$ cat config.mk
export PLATFORM = sky130hd
export DESIGN_NAME = chebyshev_sequencer
export DESIGN_NICKNAME = d
export VERILOG_FILES = /design/src/rtl/chebyshev_sequencer.sv
export SDC_FILE = /design/constraint.sdc
export NUM_CORES = 1
export LEC_CHECK = 0
export ABC_CLOCK_PERIOD_IN_PS = 2300
export CAP_MARGIN = 30
export CORE_MARGIN = 4
export CORE_UTILIZATION = 42
export DETAILED_ROUTE_END_ITERATION = 10
export GPL_TIMING_DRIVEN = 0
export PLACE_DENSITY = 0.8
export SYNTH_ARGS = -nofsm -noshare
export SYNTH_HDL_FRONTEND = slang
export SYNTH_SLANG_ARGS = --single-unit
$ cat constraint.sdc
create_clock -name clock -period 2.3 [get_ports clock]
set_input_delay 0.345 -clock clock [delete_from_list [all_inputs] [get_ports clock]]
set_output_delay 0.345 -clock clock [all_outputs]
set_load 0.01 [all_outputs]
$ cat src/rtl/chebyshev_sequencer.sv
// Control FSM that walks the coefficient ROM from degree N down to 0 for one sample,
// waits out the datapath pipeline, and hands the captured Horner result downstream.
module chebyshev_sequencer #(
   parameter int S         = 4,
   parameter int N         = 5,
   parameter int SEG_BITS  = 2,
   parameter int ADDR_BITS = 5,
   parameter int CNT_BITS  = 3,
   parameter int FW        = 12,
   parameter int RW        = 34,
   parameter int DP_LAT    = 2
) (
   input  logic                 clock,
   input  logic                 resetn,
   input  logic                 sink_valid,
   output logic                 sink_ready,
   input  logic [FW-1:0]        x_in,
   input  logic [SEG_BITS-1:0]  seg_in,
   output logic [FW-1:0]        x_out,
   output logic [ADDR_BITS-1:0] coeff_addr,
   output logic                 dp_load,
   output logic                 dp_en,
   input  logic [RW-1:0]        res_in,
   output logic [RW-1:0]        data_out,
   output logic                 source_valid,
   input  logic                 source_ready,
   output logic                 busy
);

   typedef enum logic [1:0] {
      IDLE  = 2'd0,
      ITER  = 2'd1,
      DRAIN = 2'd2,
      OUT   = 2'd3
   } state_t;

   localparam logic [CNT_BITS-1:0]  K_MAX   = CNT_BITS'(N);
   localparam logic [CNT_BITS-1:0]  W_MAX   = CNT_BITS'(DP_LAT - 1);
   localparam logic [CNT_BITS-1:0]  CNT_ONE = CNT_BITS'(1);
   localparam logic [SEG_BITS-1:0]  SEG_MAX = SEG_BITS'(S - 1);
   localparam logic [ADDR_BITS-1:0] STRIDE  = ADDR_BITS'(N + 1);

   state_t              state_q, state_d;
   logic [CNT_BITS-1:0] k_q, k_d;
   logic [CNT_BITS-1:0] w_q, w_d;
   logic [FW-1:0]       x_q, x_d;
   logic [SEG_BITS-1:0] seg_q, seg_d;
   logic [RW-1:0]       data_q, data_d;
   logic                valid_q, valid_d;

   // Next-state and register update logic for the four-state sequencer.
   always_comb begin
      state_d = state_q;
      k_d     = k_q;
      w_d     = w_q;
      x_d     = x_q;
      seg_d   = seg_q;
      data_d  = data_q;
      valid_d = valid_q;
      case (state_q)
         IDLE: begin
            if (sink_valid) begin
               x_d     = x_in;
               seg_d   = (seg_in > SEG_MAX) ? SEG_MAX : seg_in;
               k_d     = K_MAX;
               state_d = ITER;
            end else begin
               state_d = IDLE;
            end
         end
         ITER: begin
            if (k_q == {CNT_BITS{1'b0}}) begin
               w_d     = W_MAX;
               state_d = DRAIN;
            end else begin
               k_d = k_q - CNT_ONE;
            end
         end
         DRAIN: begin
            if (w_q == {CNT_BITS{1'b0}}) begin
               data_d  = res_in;
               valid_d = 1'b1;
               state_d = OUT;
            end else begin
               w_d = w_q - CNT_ONE;
            end
         end
         OUT: begin
            // data_q is untouched here, so backpressure cannot disturb the result.
            if (source_ready) begin
               valid_d = 1'b0;
               state_d = IDLE;
            end else begin
               state_d = OUT;
            end
         end
         default: begin
            state_d = IDLE;
         end
      endcase
   end

   // Datapath strobes and ROM address, active only while iterating.
   always_comb begin
      dp_en      = 1'b0;
      dp_load    = 1'b0;
      coeff_addr = {ADDR_BITS{1'b0}};
      if (state_q == ITER) begin
         dp_en      = 1'b1;
         dp_load    = (k_q == K_MAX);
         coeff_addr = ADDR_BITS'(seg_q) * STRIDE + ADDR_BITS'(k_q);
      end else begin
         dp_en      = 1'b0;
      end
   end

   // State and data registers.
   always_ff @(posedge clock or negedge resetn) begin
      if (!resetn) begin
         state_q <= IDLE;
         k_q     <= {CNT_BITS{1'b0}};
         w_q     <= {CNT_BITS{1'b0}};
         x_q     <= {FW{1'b0}};
         seg_q   <= {SEG_BITS{1'b0}};
         data_q  <= {RW{1'b0}};
         valid_q <= 1'b0;
      end else begin
         state_q <= state_d;
         k_q     <= k_d;
         w_q     <= w_d;
         x_q     <= x_d;
         seg_q   <= seg_d;
         data_q  <= data_d;
         valid_q <= valid_d;
      end
   end

   assign sink_ready   = (state_q == IDLE);
   assign busy         = (state_q != IDLE);
   assign x_out        = x_q;
   assign data_out     = data_q;
   assign source_valid = valid_q;

endmodule

==> results of run 1 <==
-- through the flow --
step	setup WS, ns	cells	power, µW
final	0.02749	366	5200
after global routing	-0.09265	366	5583
after CTS	-0.009765	366	5248
after detailed placement	-0.1310	348	4397
after global placement	-1.001	347	4334
after floorplan	0.3858	168	3039
-- synthesized netlist by cell type --
| cell | n |
|---|---|
| nor2_1 | 6 |
| and2_1 | 4 |
| clkbuf_2 | 1 |
| a22o_1 | 2 |
| nand2b_1 | 2 |
| xor2_1 | 1 |
| nor2b_1 | 1 |
| a2bb2oi_1 | 1 |
| a21o_1 | 1 |
| o21a_1 | 1 |
| inv_1 | 11 |
| buf_6 | 4 |
| mux2_2 | 49 |
| o21ai_0 | 1 |
| mux2i_1 | 2 |
| ha_1 | 9 |
| a311o_1 | 1 |
| xnor2_1 | 1 |
| a21oi_1 | 3 |
| and3_1 | 1 |
| and3b_1 | 1 |
| nor3b_4 | 1 |
| a32oi_1 | 1 |
| fa_1 | 1 |
| buf_2 | 1 |
| or3_1 | 1 |
| a21boi_0 | 1 |
| nand3_1 | 1 |
| dfrtp_1 | 57 |
| nor3_1 | 1 |
-- per-layer routing --
metal  vias up  share of wire [%]
met5         -                  0
met4         0                1.5
met3         8                 12
met2        69                 47
met1       850                 40
li1        818                  -
-- final cells by class --
| class | count | area [µm²] |
|---|---|---|
| Fill cell | 409 | 1760 |
| Multi-Input combinational cell | 94 | 940.9 |
| Clock inverter | 3 | 15.01 |
| Clock buffer | 13 | 158.9 |
| Tap cell | 72 | 90.09 |
| Sequential cell | 57 | 1426 |
| Buffer | 6 | 55.05 |
| Timing Repair Buffer | 110 | 1086 |
| Inverter | 11 | 41.29 |
-- power by group --
group | total [µW] | switching [µW] | leakage, µW | internal, µW
combinational | 2620 | 1030 | 0.000892 | 1600
sequential | 1760 | 263 | 0.000687 | 1500
clock | 814 | 369 | 0.0000932 | 445
-- worst reg2reg max path, delay by kind of cell, from the launching register on --
kind          cells  cell delay, ns
simple gates      2            0.61
flops             1            0.36
mux               1            0.35
buf+inv           2            0.32
fa+ha+maj         1            0.16
-- placed cells by master, fill, tap and decap left out, types with 2 or more instances in the layout --
| cell | n |
|---|---|
| clkinv_2 | 3 |
| mux2i_1 | 2 |
| dfrtp_1 | 57 |
| and2_1 | 4 |
| inv_2 | 2 |
| buf_6 | 4 |
| clkbuf_1 | 2 |
| buf_2 | 3 |
| inv_1 | 9 |
| clkdlybuf4s50_1 | 103 |
| nor2_1 | 6 |
| clkbuf_8 | 11 |
| mux2_2 | 49 |
| a22o_1 | 2 |
| buf_4 | 2 |
| ha_1 | 8 |
| clkbuf_2 | 3 |
| a21oi_1 | 3 |
-- logic make-up (layout without fill, tap and decap cells) --
family                     count (synthesis)  after routing  share of synthesized area, %
DFF                                       57             57                         58.25
muxes                                     51             51                         23.35
and+or+nand+nor                           19             19                         4.752
buffers and inverters                     17            143                         3.934
AOI/OAI and AO/OA                         12             12                         3.577
adders and majority gates                 10             10                         5.417
xor gates and xnor gates                   2              2                        0.7155
-- repair_timing --
action,in CTS,in global routing
gates resized for setup,7,7
pin swaps,1,0
setup endpoints to repair,4,5
hold buffers,0,0
buffers inserted,2,0
-- worst max-delay path by stage --
stage             start            end
4_1_cts        seg_q[1]  coeff_addr[4]
3_5_place_dp   seg_q[0]  coeff_addr[4]
2_1_floorplan  seg_q[0]  coeff_addr[4]
5_1_grt        seg_q[1]  coeff_addr[4]
6_report       seg_q[1]  coeff_addr[4]
3_3_place_gp     resetn       x_out[7]
-- registers in the layout (all words and copies together) (netlist names) --
| name | cells |
|---|---|
| seg_q | 2 |
| w_q | 3 |
| x_out | 12 |
| k_q | 3 |
| source_valid | 1 |
| state_q | 2 |
| data_out | 34 |
==> out/metrics.csv, run 1 <==
stage,metric,value,unit
status,outcome,finished clean,
yosys,"Warnings, synthesis",0,
clock_tree,clk_lat worst skew,0.32,ns
yosys,synthesized cell area,2449,µm²
clock_tree,CTS tree,yes,
global_routing,vias in the first global route,1864,
finish,area growth from synthesis to layout,55.75,%
worst_setup_path,Buf/Inv on CP,2,
global_routing,initial antenna violation count,0,
finish,Post-Route Utilization,68.42,%
worst_setup_path,crit-path max cell delay,0.40,ns
floorplanning,die height,84.36,µm
sta,actual slew at the worst max-slew pin,0.5607,ns
yosys,count of cell types in the netlist,30,
sta,Final period util,98.80,%
clock_tree,Clock Sink Count,57,
global_routing,GRT overflow,0,
drt,drt via density,4.768,
finish,antenna diode count,0,
drt,DR iter-0 viols,41,
sta,worst hold slack,0.01080,ns
worst_hold_path,min-delay worst type,in -> async,
global_routing,GR Util All Layers,15.64,%
power_and_ir_drop,Max rail drop VDD,0.7918,mV
drt,via count,1745,
global_routing,first-pass GRT wire length,8728,µm
worst_setup_path,WP data required,1.96,ns
worst_setup_path,CP Capture Type,output port,
finish,share of cells above drive strength 1,27.55,%
yosys,synthesized instance count,168,
yosys,post-synthesis register bit count,57,
sta,TNS Setup,0,ns
yosys,Synth top area share,58.25,%
global_routing,largest net degree at the start of global routing,35,
global_routing,routing usage on met2,23.89,%
worst_setup_path,FF-to-FF path depth,6,
drt,DRC Markers,0,
sta,Rel. slew slack,62.62,%
worst_setup_path,Startpoint Class,flop,
placement,PortBufs,107,
sta,Max Clock Skew,0.004566,ns
flow_run,max-cap viol count,0,
worst_setup_path,crit path max fanout,2,
drt,remaining antenna violation count after routing,0,
sta,Final Critical Period,2.273,ns
yosys,Syn Nets,230,
floorplanning,starting density of the core,43.93,%
yosys,"Seq/Total Area, Yosys",58.25,%
floorplanning,die area,7116,µm²
clock_tree,total CTS buffers,9,
placement,DP HPWL,4041,µm
sta,Setup-failing EPs final,0,
floorplanning,I/O pin count,108,
worst_setup_path,worst-path cell chain,ha_4 > inv_2 > ha_1 > a21oi_1 > or3_1 > a21oi_1 > buf_2,
worst_setup_path,slowest CP cell,dfrtp_1,
power_and_ir_drop,PwrDens,1363,nW/µm²
sta,final hold violation count,0,
clock_tree,Clock Root Buffer,clkbuf_8,
global_routing,met3 Usage GRT,8.342,%
global_routing,grt met1 use,17.95,%
clock_tree,Clock Tree Buf Depth,2,
worst_setup_path,Crit Path Class,reg -> out,
worst_setup_path,R2R Path End,data_out[23],
yosys,Mean Syn Cell Area,14.57,µm²
worst_setup_path,worst r2r src,w_q[0],
worst_setup_path,Reg2Reg Setup Slack,0.39,ns
sta,unrepaired setup endpoints after global routing,true,
finish,Layout Nets,351,
floorplanning,Rows,27,
floorplanning,Die Width,84.36,µm
drt,routed wire length,5340,µm
clock_tree,Worst-path clk slew,0.06,ns
drt,Pre-Repair DR Iteration Count,4,
finish,Finished Cell Area,3814,µm²
clock_tree,H-tree depth,3,
yosys,"area leader, netlist",dfrtp_1,
sta,Pins Over Slew Limit,0,
worst_setup_path,most frequent cell on the critical path,a21oi_1,
floorplanning,Placeable Area,5574,µm²
worst_setup_path,critical path's top delay family,adder cells,
sta,Max Clk Rate,440.0,MHz
yosys,top post-synthesis cells by area,"dfrtp_1, mux2_2, ha_1, buf_6, inv_1",
placement,Final GP Congestion,0.7200,
worst_setup_path,WP data arrival,1.93,ns
global_routing,GRT busiest layer,met2,
placement,placed cell areas,3625,µm²
worst_setup_path,Worst path depth,7,
power_and_ir_drop,Leakage,0.001672,µW
drt,drt wl/cell,14.59,µm
Note: power is estimated with default switching activity, not from simulation.
==> inputs of run 2 (changes only) <==
--- a/config.mk
+++ b/config.mk
@@ -10,6 +10,7 @@
 export CORE_MARGIN = 4
 export CORE_UTILIZATION = 42
 export DETAILED_ROUTE_END_ITERATION = 10
+export GPL_ROUTABILITY_DRIVEN = 1
 export GPL_TIMING_DRIVEN = 0
 export PLACE_DENSITY = 0.8
 export SYNTH_ARGS = -nofsm -noshare
==> results of run 2 <==
Same layout as run 1: the final DEF is identical, and so are final timing and power.
==> inputs of run 3 (changes only) <==
--- a/config.mk
+++ b/config.mk
@@ -12,6 +12,7 @@
 export DETAILED_ROUTE_END_ITERATION = 10
 export GPL_ROUTABILITY_DRIVEN = 1
 export GPL_TIMING_DRIVEN = 0
+export MAX_ROUTING_LAYER = met4
 export PLACE_DENSITY = 0.8
 export SYNTH_ARGS = -nofsm -noshare
 export SYNTH_HDL_FRONTEND = slang
==> out/metrics.csv, run 3 (synthesis gave the netlist of run 1 again) <==
stage,metric,value,unit,change
sta,Pins Over Slew Limit,0,,unchanged
sta,Max Clock Skew,0.004615,ns,+0.00004846 ns
status,outcome,finished clean,,
worst_setup_path,crit path max fanout,2,,unchanged
power_and_ir_drop,Leakage,0.001672,µW,unchanged
drt,routed wire length,5338,µm,about the same
worst_setup_path,slowest CP cell,dfrtp_1,,
worst_setup_path,most frequent cell on the critical path,a21oi_1,,
finish,antenna diode count,0,,unchanged
power_and_ir_drop,PwrDens,1365,nW/µm²,about the same
global_routing,GRT overflow,0,,unchanged
finish,most frequent cells in the layout,"clkdlybuf4s50_1, dfrtp_1, mux2_2",,
finish,share of cells above drive strength 1,27.55,%,unchanged
finish,Finished Cell Area,3814,µm²,unchanged
clock_tree,CTS tree,yes,,
worst_setup_path,crit-path max cell delay,0.40,ns,about the same
drt,via count,1737,,-0.46%
clock_tree,Clock Sink Count,57,,unchanged
drt,remaining antenna violation count after routing,0,,unchanged
worst_setup_path,WP data arrival,1.93,ns,about the same
worst_setup_path,FF-to-FF path depth,6,,unchanged
power_and_ir_drop,overall power,5205,µW,about the same
floorplanning,die height,84.36,µm,unchanged
global_routing,GR Util All Layers,16.12,%,+0.48 points
sta,Setup-failing EPs final,0,,unchanged
placement,Final GP Congestion,0.7284,,+1.2%
placement,placed cell areas,3625,µm²,unchanged
floorplanning,die area,7116,µm²,unchanged
global_routing,largest net degree at the start of global routing,35,,unchanged
worst_setup_path,Startpoint Class,flop,,
finish,area growth from synthesis to layout,55.75,%,unchanged
drt,drt wl/cell,14.58,µm,about the same
drt,drt via density,4.746,,-0.46%
worst_setup_path,worst-path cell chain,ha_4 > inv_2 > ha_1 > a21oi_1 > or3_1 > a21oi_1 > buf_2,,
clock_tree,Clock Root Buffer,clkbuf_8,,
sta,final hold violation count,0,,unchanged
power_and_ir_drop,Max rail drop VDD,0.7919,mV,about the same
sta,Final Critical Period,2.275,ns,+0.002382 ns
worst_setup_path,Crit Path Class,reg -> out,,
global_routing,vias in the first global route,1877,,+0.70%
floorplanning,Rows,27,,unchanged
drt,DR iter-0 viols,51,,+24%
finish,max FFs per register,34,,unchanged
worst_setup_path,worst r2r src,w_q[0],,
clock_tree,H-tree depth,3,,unchanged
placement,PortBufs,107,,unchanged
clock_tree,total CTS buffers,9,,unchanged
drt,DRC Markers,0,,unchanged
global_routing,initial antenna violation count,0,,unchanged
worst_setup_path,CP Capture Type,output port,,
sta,Final period util,98.91,%,+0.10 points
finish,"commonest non-fill, non-tap cell in the layout",clkdlybuf4s50_1,,
worst_setup_path,WP data required,1.96,ns,about the same
global_routing,first-pass GRT wire length,8673,µm,-0.63%
worst_setup_path,Reg2Reg Setup Slack,0.39,ns,about the same
clock_tree,Worst-path clk slew,0.06,ns,about the same
finish,Layout Nets,351,,unchanged
placement,DP HPWL,4041,µm,unchanged
sta,Max Clk Rate,439.6,MHz,-0.10%
clock_tree,hold buffer count at cts,0,,unchanged
sta,Rel. slew slack,62.74,%,+0.11 points
worst_setup_path,R2R Path End,data_out[23],,
clock_tree,clk_lat worst skew,0.33,ns,about the same
floorplanning,Placeable Area,5574,µm²,unchanged
worst_hold_path,min-delay worst type,in -> async,,
drt,Pre-Repair DR Iteration Count,4,,unchanged
clock_tree,Clock Tree Buf Depth,2,,unchanged
flow_run,max-cap viol count,0,,unchanged
finish,Layout fillers,409,,unchanged
sta,actual slew at the worst max-slew pin,0.5589,ns,-0.001721 ns
floorplanning,I/O pin count,108,,unchanged
sta,unrepaired setup endpoints after global routing,true,,
sta,TNS Setup,0,ns,unchanged
sta,worst hold slack,0.006040,ns,-0.004760 ns
finish,Post-Route Utilization,68.42,%,unchanged
floorplanning,Die Width,84.36,µm,unchanged
floorplanning,starting density of the core,43.93,%,unchanged
-- run 3: cell counts in the layout (fill, tap and decap cells not counted) --
No cell type changed its count.
-- run 3: report_power, final --
part / total (µW) / internal [µW] / switching [µW]
registers: 1760 / 1500 / 263
logic: 2630 / 1600 / 1030
clock network: 816 / 445 / 371
total: 5200 / 3540 / 1660
-- run 3: final cells by class --
class / count / area, µm² / area share [%]
plain buffers: 6 / 55.05 / 1.444
well taps: 72 / 90.09 / 2.362
multi-input cells: 94 / 940.9 / 24.67
repair buffers: 110 / 1086 / 28.48
clock buffers: 13 / 158.9 / 4.167
inverters: 11 / 41.29 / 1.083
flip-flops and latches: 57 / 1426 / 37.40
clock inverters: 3 / 15.01 / 0.3937
-- run 3: repair_timing --
item                                    CTS  global route
pin swaps                                 1             0
endpoints found under the setup margin    4             5
cloned                                    0             0
resized for setup                         7             7
endpoints found under the hold margin     0             0
buffers inserted                          2             0
-- run 3: how the worst max path moves through the flow --
stage	cells past startpoint	from	endpoint	slack, ns
floorplan	7	seg_q[0]	coeff_addr[4]	0.39
finish	7	seg_q[1]	coeff_addr[4]	0.03
CTS	7	seg_q[1]	coeff_addr[4]	-0.01
global route	7	seg_q[1]	coeff_addr[4]	-0.09
detailed placement	8	seg_q[0]	coeff_addr[4]	-0.13
global placement	1	resetn	x_out[7]	-1.00
-- run 3: worst max-delay path, delay by kind of cell (launching register included) --
kind / cells / cell delay (ns)
adders and majority gates: 2 / 0.53
DFF: 1 / 0.40
and+or+nand+nor: 1 / 0.30
buffers and inverters: 2 / 0.18
AOI/OAI and AO/OA: 2 / 0.18
-- run 3: stage by stage --
stage / setup slack (ns) / std cells
after floorplan: 0.3858 / 168
after global placement: -1.001 / 347
after detailed placement: -0.1310 / 348
after CTS: -0.009765 / 366
after global routing: -0.09265 / 366
final: 0.02511 / 366
-- run 3: metal layers --
| layer | track usage, % | part of all wire, % | up-vias |
|---|---|---|---|
| li1 | - | - | 818 |
| met2 | 23.82 | 47 | 68 |
| met4 | 7.770 | 1.9 | 0 |
| met3 | 6.477 | 9.6 | 8 |
| met1 | 19.21 | 42 | 843 |
| met5 | - | 0 | - |
